[src/rtl/tse_global_cfg_regfile.sv]
// TSE global and per-port configuration register file.
// Decodes the local-bus register interface and drives the hardware stage, the
// per-port queue thresholds and the gate-schedule parameters. The schedule
// period and slot length are double-buffered: software writes shadow copies
// and arms a commit. The active copies then update together on the next
// schedule-period boundary. A lock bit blocks every write except the write
// that clears the lock itself.
module tse_global_cfg_regfile #(
  parameter logic [31:0] TSE_VER  = 32'h3500,
  parameter int          PORT_NUM = 8,
  parameter int          THR_W    = 9,
  parameter int          TIME_W   = 11
) (
  input  logic                      i_clk,
  input  logic                      i_rst,
  input  logic [18:0]               iv_addr,
  input  logic                      i_addr_fixed,
  input  logic [31:0]               iv_wdata,
  input  logic                      i_wr,
  input  logic                      i_rd,
  input  logic                      i_period_start,
  output logic                      o_wr,
  output logic [18:0]               ov_addr,
  output logic                      o_addr_fixed,
  output logic [31:0]               ov_rdata,
  output logic                      o_rd_err,
  output logic [31:0]               ov_tse_ver,
  output logic [2:0]                ov_hardware_stage,
  output logic [PORT_NUM*THR_W-1:0] ov_rc_threshold_value,
  output logic [PORT_NUM*THR_W-1:0] ov_be_threshold_value,
  output logic [PORT_NUM*THR_W-1:0] ov_standardpkt_threshold_value,
  output logic                      o_qbv_or_qch,
  output logic [TIME_W-1:0]         ov_schedule_period,
  output logic [TIME_W-1:0]         ov_time_slot_length,
  output logic                      o_commit_pending,
  output logic                      o_commit_done
);

  localparam logic [18:0] ADDR_QBV    = 19'd0;
  localparam logic [18:0] ADDR_PERIOD = 19'd1;
  localparam logic [18:0] ADDR_SLOT   = 19'd2;
  localparam logic [18:0] ADDR_COMMIT = 19'd3;
  localparam logic [18:0] ADDR_LOCK   = 19'd4;
  localparam logic [18:0] ADDR_STAGE  = 19'd0;

  logic [2:0]        stage_reg;
  logic              qbv_or_qch_reg;
  logic [TIME_W-1:0] shadow_period_reg;
  logic [TIME_W-1:0] shadow_slot_reg;
  logic [TIME_W-1:0] active_period_reg;
  logic [TIME_W-1:0] active_slot_reg;
  logic              pending_reg;
  logic              lock_reg;
  logic              commit_done_reg;

  logic              rd_valid_reg;
  logic [18:0]       rd_addr_reg;
  logic              rd_fixed_reg;
  logic [31:0]       rd_data_reg;
  logic              rd_err_reg;

  logic              lock_addr_hit;
  logic              wr_en;
  logic              wr_fixed;
  logic              wr_stage;
  logic              commit;
  logic              rd_fire;
  logic [31:0]       rd_data_next;
  logic              rd_err_next;

  // Only upper write-data bits beyond the widest field are left unused.
  logic              unused_wdata;
  assign unused_wdata = ^iv_wdata;

  // The lock register itself stays writable so that a locked block can be
  // unlocked again.
  assign lock_addr_hit = i_addr_fixed && (iv_addr == ADDR_LOCK);
  assign wr_en         = i_wr && (!lock_reg || lock_addr_hit);
  assign wr_fixed      = wr_en && i_addr_fixed;
  assign wr_stage      = wr_en && !i_addr_fixed && (iv_addr == ADDR_STAGE);

  // The commit condition uses the pending value from before this edge. An arm
  // that lands on the same edge as the boundary therefore waits for the next
  // boundary.
  assign commit  = i_period_start && pending_reg;

  // When a write and a read arrive together, the read is dropped.
  assign rd_fire = i_rd && !i_wr;

  // Update the global configuration, the shadow/active schedule and the commit state.
  always_ff @(posedge i_clk) begin
    if (i_rst) begin
      stage_reg         <= 3'd0;
      qbv_or_qch_reg    <= 1'b1;
      shadow_period_reg <= TIME_W'(2);
      shadow_slot_reg   <= TIME_W'(4);
      active_period_reg <= TIME_W'(2);
      active_slot_reg   <= TIME_W'(4);
      pending_reg       <= 1'b0;
      lock_reg          <= 1'b0;
      commit_done_reg   <= 1'b0;
    end else begin
      commit_done_reg <= commit;
      // On a coinciding shadow write, the active copy takes the old shadow value.
      if (commit) begin
        active_period_reg <= shadow_period_reg;
        active_slot_reg   <= shadow_slot_reg;
        pending_reg       <= 1'b0;
      end
      if (wr_stage) begin
        stage_reg <= iv_wdata[2:0];
      end
      if (wr_fixed) begin
        case (iv_addr)
          ADDR_QBV:    qbv_or_qch_reg    <= iv_wdata[0];
          ADDR_PERIOD: shadow_period_reg <= iv_wdata[TIME_W-1:0];
          ADDR_SLOT:   shadow_slot_reg   <= iv_wdata[TIME_W-1:0];
          ADDR_COMMIT: pending_reg       <= iv_wdata[0];
          ADDR_LOCK:   lock_reg          <= iv_wdata[0];
          default:     ;
        endcase
      end
    end
  end

  // Per-port thresholds. Each port sits at 16 + 4p: rc at +0, be at +1 and
  // standardpkt at +2.
  for (genvar gi = 0; gi < PORT_NUM; gi++) begin : gen_port
    localparam logic [18:0] BASE = 19'(16 + 4 * gi);

    logic [THR_W-1:0] rc_reg;
    logic [THR_W-1:0] be_reg;
    logic [THR_W-1:0] std_reg;

    // Load the threshold addressed by this write.
    always_ff @(posedge i_clk) begin
      if (i_rst) begin
        rc_reg  <= '0;
        be_reg  <= '0;
        std_reg <= '0;
      end else if (wr_fixed) begin
        if (iv_addr == BASE)         rc_reg  <= iv_wdata[THR_W-1:0];
        if (iv_addr == BASE + 19'd1) be_reg  <= iv_wdata[THR_W-1:0];
        if (iv_addr == BASE + 19'd2) std_reg <= iv_wdata[THR_W-1:0];
      end
    end

    assign ov_rc_threshold_value[gi*THR_W +: THR_W]          = rc_reg;
    assign ov_be_threshold_value[gi*THR_W +: THR_W]          = be_reg;
    assign ov_standardpkt_threshold_value[gi*THR_W +: THR_W] = std_reg;
  end

  // Read decode. Any address that no case matches is reported as unmapped.
  always_comb begin
    rd_data_next = 32'd0;
    rd_err_next  = 1'b1;
    if (!i_addr_fixed) begin
      if (iv_addr == ADDR_STAGE) begin
        rd_data_next = 32'(stage_reg);
        rd_err_next  = 1'b0;
      end
    end else begin
      case (iv_addr)
        ADDR_QBV:    begin rd_data_next = 32'(qbv_or_qch_reg);         rd_err_next = 1'b0; end
        ADDR_PERIOD: begin rd_data_next = 32'(shadow_period_reg);      rd_err_next = 1'b0; end
        ADDR_SLOT:   begin rd_data_next = 32'(shadow_slot_reg);        rd_err_next = 1'b0; end
        ADDR_COMMIT: begin rd_data_next = {30'd0, lock_reg, pending_reg}; rd_err_next = 1'b0; end
        ADDR_LOCK:   begin rd_data_next = 32'(lock_reg);               rd_err_next = 1'b0; end
        default: begin
          for (int i = 0; i < PORT_NUM; i++) begin
            if (iv_addr == 19'(16 + 4 * i)) begin
              rd_data_next = 32'(ov_rc_threshold_value[i*THR_W +: THR_W]);
              rd_err_next  = 1'b0;
            end
            if (iv_addr == 19'(17 + 4 * i)) begin
              rd_data_next = 32'(ov_be_threshold_value[i*THR_W +: THR_W]);
              rd_err_next  = 1'b0;
            end
            if (iv_addr == 19'(18 + 4 * i)) begin
              rd_data_next = 32'(ov_standardpkt_threshold_value[i*THR_W +: THR_W]);
              rd_err_next  = 1'b0;
            end
          end
        end
      endcase
    end
  end

  // Single-cycle read response. The response bus reads as zero in every cycle
  // without a read.
  always_ff @(posedge i_clk) begin
    if (i_rst || !rd_fire) begin
      rd_valid_reg <= 1'b0;
      rd_addr_reg  <= 19'd0;
      rd_fixed_reg <= 1'b0;
      rd_data_reg  <= 32'd0;
      rd_err_reg   <= 1'b0;
    end else begin
      rd_valid_reg <= 1'b1;
      rd_addr_reg  <= iv_addr;
      rd_fixed_reg <= i_addr_fixed;
      rd_data_reg  <= rd_data_next;
      rd_err_reg   <= rd_err_next;
    end
  end

  assign o_wr                = rd_valid_reg;
  assign ov_addr             = rd_addr_reg;
  assign o_addr_fixed        = rd_fixed_reg;
  assign ov_rdata            = rd_data_reg;
  assign o_rd_err            = rd_err_reg;
  assign ov_tse_ver          = TSE_VER;
  assign ov_hardware_stage   = stage_reg;
  assign o_qbv_or_qch        = qbv_or_qch_reg;
  assign ov_schedule_period  = active_period_reg;
  assign ov_time_slot_length = active_slot_reg;
  assign o_commit_pending    = pending_reg;
  assign o_commit_done       = commit_done_reg;

endmodule

[config.mk]
export PLATFORM = sky130hd
export DESIGN_NAME = tse_global_cfg_regfile
export DESIGN_NICKNAME = d
export VERILOG_FILES = /design/src/rtl/tse_global_cfg_regfile.sv
export SDC_FILE = /design/constraint.sdc
export NUM_CORES = 1
export LEC_CHECK = 0
export BUFFER_PORTS_ARGS = -buffer_cell sky130_fd_sc_hd__buf_2
export CAP_MARGIN = 15
export CORE_MARGIN = 2
export CORE_UTILIZATION = 25
export CTS_CLUSTER_DIAMETER = 200
export DETAILED_ROUTE_END_ITERATION = 8
export PLACE_DENSITY = 0.4
export SYNTH_ARGS = -nofsm -noshare
export SYNTH_HDL_FRONTEND = slang
export SYNTH_SLANG_ARGS = --single-unit
[constraint.sdc]
create_clock -name i_clk -period 4.9 [get_ports i_clk]
set_input_delay 0.735 -clock i_clk [delete_from_list [all_inputs] [get_ports i_clk]]
set_output_delay 0.735 -clock i_clk [all_outputs]
set_load 0.02 [all_outputs]
==> impl_metrics.json, run 1 <==
{
  "synthAdderAreaFrac": 0,
  "die-width_um": 238.9,
  "htree_levels": 2,
  "period_minus_slack_ns": 3.610,
  "worstSkewPairLatency_ns": 0.59,
  "grt_max_degree": 74,
  "clock-root-buffer": "clkbuf_16",
  "drt-total-wl_um": 70370,
  "critical_path.endpoint_type": "flip-flop",
  "synth_top_family_by_area": "simple AND/OR/NAND/NOR gates",
  "timing.setup.tns_ns": 0,
  "drc_errors": 0,
  "cp.arrival_ns": 4.02,
  "grt_overflow": 0,
  "path_class": "in2reg",
  "setup_viol": 0,
  "synth_top_area_share": 0.4355,
  "row_count": 86,
  "ys.flop_type": "dfxtp_1",
  "ys_warn_count": 0,
  "postSynthAreaPerCell_sq_um": 7.536,
  "holdWs_ns": 0.4075,
  "critPathBufInv": 2,
  "drive_above_1_share": 0.2179,
  "io-pin-count": 387,
  "dp_cells": 2768,
  "leakage_nw": 6.685,
  "routedWlPerCell_um": 24.82,
  "cpLargestDelayFamily": "simple AND/OR/NAND/NOR gates",
  "postCtsHoldBufs": 0,
  "dr.pass1.iters": 8,
  "rsz0062_at_grt": "no",
  "synth_largest_area_cell": "dfxtp_1",
  "synth_area_leaders": "dfxtp_1 (44%), nand2_1 (16%), a21oi_1 (11%)",
  "nets": 2162,
  "synth_compound_area_frac": 0.2050,
  "start_util": 0.2518,
  "outcome": "finished, final reports clean",
  "antenna_found_initial": 3,
  "ctsResizeCount": 0,
  "start_kind": "primary input",
  "post_synth_xor_area_fraction": 0,
  "path_cells": "buf_2, nor4_1, nand4_1, buf_4, or2_1, a21o_1, or4_1, nand2_1, a21oi_1",
  "synth_seq_area_share": 0.4355,
  "tightest_slew_ns": 1.130,
  "synth_seq_cells": 300,
  "port_buffers": 312,
  "drt_iter0_drc": 1635,
  "period_share": 0.7367,
  "vias_per_cell": 5.158,
  "maxCapViolations": 0,
  "die_h_um": 238.9,
  "powerDensity_nw_per_um2": 324.1,
  "clkSinkCount": 300,
  "dieArea_sq_um": 57060,
  "synth-edff-count": 0,
  "yosysMostFrequentCell": "nand2_1",
  "critPathMaxFanout": 19,
  "fmax_ghz": 0.2770,
  "instances_no_fill": 2835,
  "hold_viol_final": 0,
  "dpl_cell_area_sq_um": 15910,
  "synth-async-reset-ratio": 0,
  "grtUsageTotal": 0.2376,
  "design_area_sq_um": 17130,
  "cts_buffers": 38,
  "cts_tree": "built",
  "clock_skew_ns": 0.04163,
  "cts_buffer_depth": 3,
  "ys_types": 77,
  "grt_pass1_vias": 13730,
  "synthTopCellsByCount": "nand2_1 (575), dfxtp_1 (300), a21oi_1 (294), clkbuf_1 (107), nor2_1 (98)",
  "max_stage_delay_ns": 0.92,
  "drt.antenna.violating_nets": 0,
  "synthSimpleGateAreaFrac": 0.2697,
  "irDropWorstVdd_v": 0.0002051,
  "grt_pass1_wl_um": 98460,
  "core_area_sq_um": 54770,
  "slew_headroom": 0.2468,
  "muxShareOfSynthArea": 0.02005,
  "vias": 14620,
  "fillers": 5930,
  "drv_slew": 0,
  "routabilityCongestion": 0.8512,
  "critPathRequiredTime_ns": 5.31,
  "cts_post_setup_buffers_inserted": 0,
  "syn_inst": 1830,
  "hpwl_um": 50040,
  "syn2layout_area_growth_pct": 24.22,
  "path_clk_slew_ns": 0.05,
  "hp-class": "in2reg",
  "slowest_stage": "or4_1",
  "netlist_area_sq_um": 13790
}
[metrics by stage]
step                power [mW]  setup WS, ns    util
floorplan                2.737         2.055       -
global placement         2.850        0.8461  0.2905
detailed placement       2.849        0.8335  0.2905
CTS                      5.600         1.397  0.3125
global route             5.718         1.135  0.3127
finish                   5.552         1.290  0.3128
[final timing paths]
| path | from | endpoint | slack [ns] | cells after the start |
|---|---|---|---|---|
| worst min-delay path | iv_addr[6] | ov_addr[6] | 0.41 | 2 |
| worst max register to register | gen_port[0].rc_reg[3] | ov_rdata[3] | 2.29 | 8 |
| worst max-delay path | iv_addr[15] | gen_port[7].be_reg[1] | 1.29 | 9 |
| worst min register to register | ov_schedule_period[2] | ov_schedule_period[2] | 0.45 | 2 |
[layout make-up]
class                   count  area (sq um)  area share
diodes                      2         5.005   0.0002921
clock buffers              57          1092     0.06376
clock inverters             7         110.1    0.006427
inverters                   8         30.03    0.001753
multi-input cells        1392          7036      0.4107
flip-flops and latches    300          6006      0.3506
well taps                 704         880.8     0.05142
repair buffers            365          1972      0.1151
[cells by family after synthesis]
group	after synthesis
buffers and inverters	189
other	2
flip-flops	300
multiplexers	26
AO/OA/AOI/OAI	476
AND/OR/NAND/NOR	837
[where the power goes]
group	total [mW]	internal [mW]	switching, mW
clock network	2.75	1.60	1.15
registers	2.45	2.44	0.00109
logic	0.357	0.0669	0.290
total	5.55	4.11	1.44
[layer usage]
layer  part of all wire  up-vias  track usage
met5            0.00038        -            0
met4              0.032        4      0.08030
met3              0.083      117      0.05196
met2               0.46      711       0.3781
met1               0.43     7073       0.3175
li1                   -     6719            -
[layout by cell type, fill, tap and decap left out, types with 25 or more instances in the layout]
master     synthesis  layout
nand2_1          575     575
nand3_1           25      25
a21oi_1          294     294
clkbuf_16          0      38
conb_1             2      53
o21ai_0           51      51
nor2_1            98      98
dfxtp_1          300     300
buf_2             14     311
buf_4             54      52
Power figures use the tool's default switching activity.
==> inputs of run 2 (changes only) <==
clock period = 3.8 ns   (was 4.9 ns; I/O delays follow)
==> impl_metrics.json, run 2 (synthesized netlist as in run 1, its figures left out) <==
{
  "slew_headroom": 0.2442,
  "cts_post_setup_buffers_inserted": 0,
  "start_util": 0.2518,
  "antenna_found_initial": 0,
  "core_area_sq_um": 54770,
  "min_from": "iv_addr[6]",
  "tightest_slew_ns": 1.134,
  "port_buffers": 312,
  "irDropWorstVdd_v": 0.0002943,
  "routedWlPerCell_um": 24.36,
  "maxCapViolations": 0,
  "dpl_cell_area_sq_um": 16260,
  "critPathRequiredTime_ns": 4.31,
  "dr.pass1.iters": 5,
  "grtUsageTotal": 0.2379,
  "grt_max_degree": 103,
  "clock_skew_ns": 0.02519,
  "cp-startpoint": "iv_addr[13]",
  "path_depth": 12,
  "setup_viol": 0,
  "rsz0062_at_grt": "no",
  "grt_overflow": 0,
  "htree_levels": 2,
  "io-pin-count": 387,
  "powerDensity_nw_per_um2": 412.8,
  "design_area_sq_um": 17460,
  "reg2reg_depth": 9,
  "clkSinkCount": 300,
  "worstSkewPairLatency_ns": 0.57,
  "vias_per_cell": 5.186,
  "die_h_um": 238.9,
  "finalCoreUtilization": 0.3188,
  "hp-class": "in2reg",
  "outcome": "finished, final reports clean",
  "drv_slew": 0,
  "hpwl_um": 50820,
  "rr_startpoint": "gen_port[0].rc_reg[3]",
  "grt_pass1_wl_um": 99540,
  "path_class": "in2reg",
  "grt_pass1_vias": 14130,
  "drt-total-wl_um": 70080,
  "drt_iter0_drc": 1445,
  "ctsResizeCount": 0,
  "power.total_mw": 7.207,
  "hold_viol_final": 0,
  "clock-root-buffer": "clkbuf_16",
  "start_kind": "primary input",
  "drc_errors": 0,
  "vias": 14920,
  "leakage_nw": 6.911,
  "critical_path.most_common_cell": "buf_4",
  "routabilityCongestion": 0.9077,
  "critical_path.endpoint_type": "flip-flop",
  "drive_above_1_share": 0.2347,
  "slowest_stage": "nor4_1",
  "final_common_cell": "nand2_1",
  "period_share": 0.8504,
  "insertedDiodeCount": 0,
  "cp.arrival_ns": 3.75,
  "postCtsHoldBufs": 0,
  "drt.antenna.violating_nets": 0,
  "path_cells": "buf_2, nor4_1, buf_4, nand3_1, or3_1, a311oi_1, buf_4, o221ai_1, a211o_1, a21oi_1, buf_4, o21a_1",
  "die-width_um": 238.9,
  "cpLargestDelayFamily": "compound AO/OA/AOI/OAI gates",
  "path_clk_slew_ns": 0.06,
  "whs_path_depth": 2,
  "fmax_ghz": 0.3095,
  "cts_tree": "built",
  "row_count": 86,
  "timing.setup.tns_ns": 0,
  "dieArea_sq_um": 57060,
  "cts_buffer_depth": 3,
  "critPathMaxFanout": 4,
  "final_cell_mix": "nand2_1 (575), buf_2 (311), dfxtp_1 (300), a21oi_1 (294), nor2_1 (98)",
  "max_stage_delay_ns": 0.52,
  "period_minus_slack_ns": 3.231,
  "fillers": 5954,
  "nets": 2205,
  "critPathBufInv": 4,
  "syn2layout_area_growth_pct": 26.60,
  "cts_buffers": 37
}
==> run 2: worst reg2reg max path, cell delays in order (launching register included) <==
cell      delay (ns)
dfxtp_1         0.33
mux2_2          0.29
nand2_1         0.10
a311oi_1        0.13
a21oi_1         0.19
o22ai_1         0.14
a221o_1         0.43
a221oi_1        0.39
buf_4           0.20
o22ai_1         0.10
==> run 2: power by group <==
part	internal, mW	total [mW]	leakage, nW	switching [mW]
clock network	2.11	3.59	0.585	1.48
registers	3.15	3.15	2.42	0.00138
logic	0.0971	0.469	3.91	0.371
==> run 2: layout make-up <==
type / instances / area (sq um) / area share
multi-input combinational: 1392 / 7036 / 0.4030
sequential: 300 / 6006 / 0.3440
timing repair buffer: 409 / 2315 / 0.1326
clock buffer: 52 / 1032 / 0.05912
tap: 704 / 880.8 / 0.05045
clock inverter: 12 / 160.2 / 0.009173
inverter: 8 / 30.03 / 0.001720
==> run 2: final timing paths <==
check / endpoint / slack [ns]
worst min-delay path: ov_addr[6] / 0.24
worst max-delay path: ov_rdata[6] / 0.57
worst max register to register: ov_rdata[3] / 1.35
worst min register to register: ov_time_slot_length[9] / 0.45
==> run 2: layer usage <==
layer  GRT usage  part of all wire  vias up  routed length [um]
met1      0.3207              0.43     7310               30300
met3     0.03637             0.072      101                5012
met4     0.07689             0.028        0                1940
met5           0                 0        -                   0
met2      0.3887              0.47      690               32830
li1            -                 -     6819                   -
==> run 2: metrics by stage <==
step	instances	hold slack, ns	setup WS [ns]
5_1_grt	2877	0.2343	0.4706
3_5_place_dp	2812	0.4475	0.03746
3_3_place_gp	2812	0.4460	0.06794
2_1_floorplan	1881	0.4419	1.120
6_report	2877	0.2406	0.5686
4_1_cts	2876	0.2080	0.6174
==> inputs of run 3 (changes only) <==
CTS_CLUSTER_DIAMETER = default   (was 200)
clock period = 3.1 ns   (was 3.8 ns; I/O delays follow)
==> impl_metrics.json, run 3 (synthesized netlist as in run 1, its figures left out) <==
{
  "cpLargestDelayFamily": "compound AO/OA/AOI/OAI gates",
  "clock_skew_ns": 0.02835,
  "start_util": 0.2518,
  "hold_viol_final": 0,
  "critPathMaxFanout": 20,
  "critPathRequiredTime_ns": 3.62,
  "core_area_sq_um": 54770,
  "vias": 15130,
  "routabilityCongestion": 0.8757,
  "row_count": 86,
  "final_common_cell": "nand2_1",
  "cts_buffers": 38,
  "max_stage_delay_ns": 0.62,
  "port_buffers": 312,
  "drc_errors": 0,
  "design_area_sq_um": 18380,
  "critical_path.endpoint_type": "flip-flop",
  "grt_pass1_vias": 14310,
  "drt.antenna.violating_nets": 0,
  "die_h_um": 238.9,
  "routedWlPerCell_um": 24.07,
  "worstReg2RegEnd": "ov_rdata[3]",
  "clkSinkCount": 300,
  "vias_per_cell": 5.103,
  "path_clk_slew_ns": 0.06,
  "path_cells": "buf_2, or2_2, nor2_1, a22oi_1, a311oi_1, o221ai_1, a211o_1, a21oi_1, o21a_1",
  "drive_above_1_share": 0.2676,
  "min_from": "iv_wdata[10]",
  "ctsResizeCount": 0,
  "grtUsageTotal": 0.2430,
  "whs_path_depth": 3,
  "worstSkewPairLatency_ns": 0.58,
  "finalCoreUtilization": 0.3356,
  "die-width_um": 238.9,
  "critPathBufInv": 1,
  "maxCapViolations": 0,
  "cts_tree": "built",
  "leakage_nw": 7.413,
  "grt_max_degree": 115,
  "r2r_setup_slack_ns": 0.68,
  "cts_post_setup_buffers_inserted": 0,
  "power.total_mw": 9.005,
  "setup_viol": 0,
  "insertedDiodeCount": 0,
  "final_cell_mix": "nand2_1 (575), buf_2 (311), dfxtp_1 (300), a21oi_1 (294), buf_4 (169)",
  "hpwl_um": 52360,
  "outcome": "finished, final reports clean",
  "cp.arrival_ns": 3.60,
  "drt-total-wl_um": 71370,
  "reg2reg_depth": 9,
  "syn2layout_area_growth_pct": 33.29,
  "start_kind": "primary input",
  "rsz0062_at_grt": "no",
  "postCtsHoldBufs": 0,
  "dp_cells": 2901,
  "holdWs_ns": 0.1433,
  "instances_no_fill": 2965,
  "dp_slack_ns": -0.5483,
  "dieArea_sq_um": 57060,
  "slowest_stage": "a311oi_1",
  "drt_iter0_drc": 1303,
  "tightest_slew_ns": 1.049,
  "grt_overflow": 0,
  "hold_end": "shadow_slot_reg[10]",
  "slew_headroom": 0.3006,
  "irDropWorstVdd_v": 0.0003395,
  "path_class": "in2reg",
  "timing.setup.tns_ns": 0,
  "htree_levels": 2,
  "nets": 2294,
  "fmax_ghz": 0.3248,
  "powerDensity_nw_per_um2": 489.9,
  "antenna_found_initial": 3,
  "drv_slew": 0,
  "period_share": 0.9932,
  "rr_startpoint": "gen_port[0].rc_reg[3]",
  "grt_pass1_wl_um": 100900,
  "hp-class": "in2reg",
  "setup_slack_ns": 0.02097,
  "period_minus_slack_ns": 3.079,
  "cts_buffer_depth": 3,
  "dr.pass1.iters": 5,
  "dpl_cell_area_sq_um": 17110,
  "clock-root-buffer": "clkbuf_16",
  "io-pin-count": 387
}
[run 3: tightest hold or removal path, delay by kind of cell]
kind	cells	cell delay (ns)
buffers and inverters	1	0.11
AND/OR/NAND/NOR	1	0.05
AO/OA/AOI/OAI	1	0.05
[run 3: how the worst max path moves through the flow]
stage,startpoint,endpoint,slack (ns),depth (start not counted)
CTS,iv_addr[7],ov_rdata[6],0.02,12
global route,iv_addr[1],ov_rdata[6],0.05,9
detailed placement,iv_addr[7],ov_rdata[6],-0.55,12
floorplan,iv_addr[18],ov_rdata[3],0.53,8
global placement,iv_addr[7],ov_rdata[6],-0.50,12
finish,iv_addr[1],ov_rdata[6],0.02,9
[run 3: layout make-up]
cell class | count | area [sq um]
clock inverters | 14 | 176.4
well taps | 704 | 880.8
multi-input cells | 1392 | 7042
inverters | 8 | 30.03
flip-flops and latches | 300 | 6006
repair buffers | 497 | 3159
clock buffers | 50 | 1087
fillers | 5893 | 36390
[run 3: per-layer routing]
metal | track usage | vias up | wire length (um)
met5 | 0 | - | 26
met4 | 0.08807 | 4 | 2363
met3 | 0.03868 | 124 | 4779
met2 | 0.3866 | 651 | 32610
met1 | 0.3315 | 7362 | 31590
li1 | - | 6988 | -
[run 3: power breakdown]
group,internal [mW],leakage (nW),switching (mW),total (mW)
Combinational,0.138,4.38,0.461,0.599
Sequential,3.86,2.42,0.00164,3.87
Clock,2.72,0.620,1.82,4.54
Total,6.72,7.41,2.29,9.00
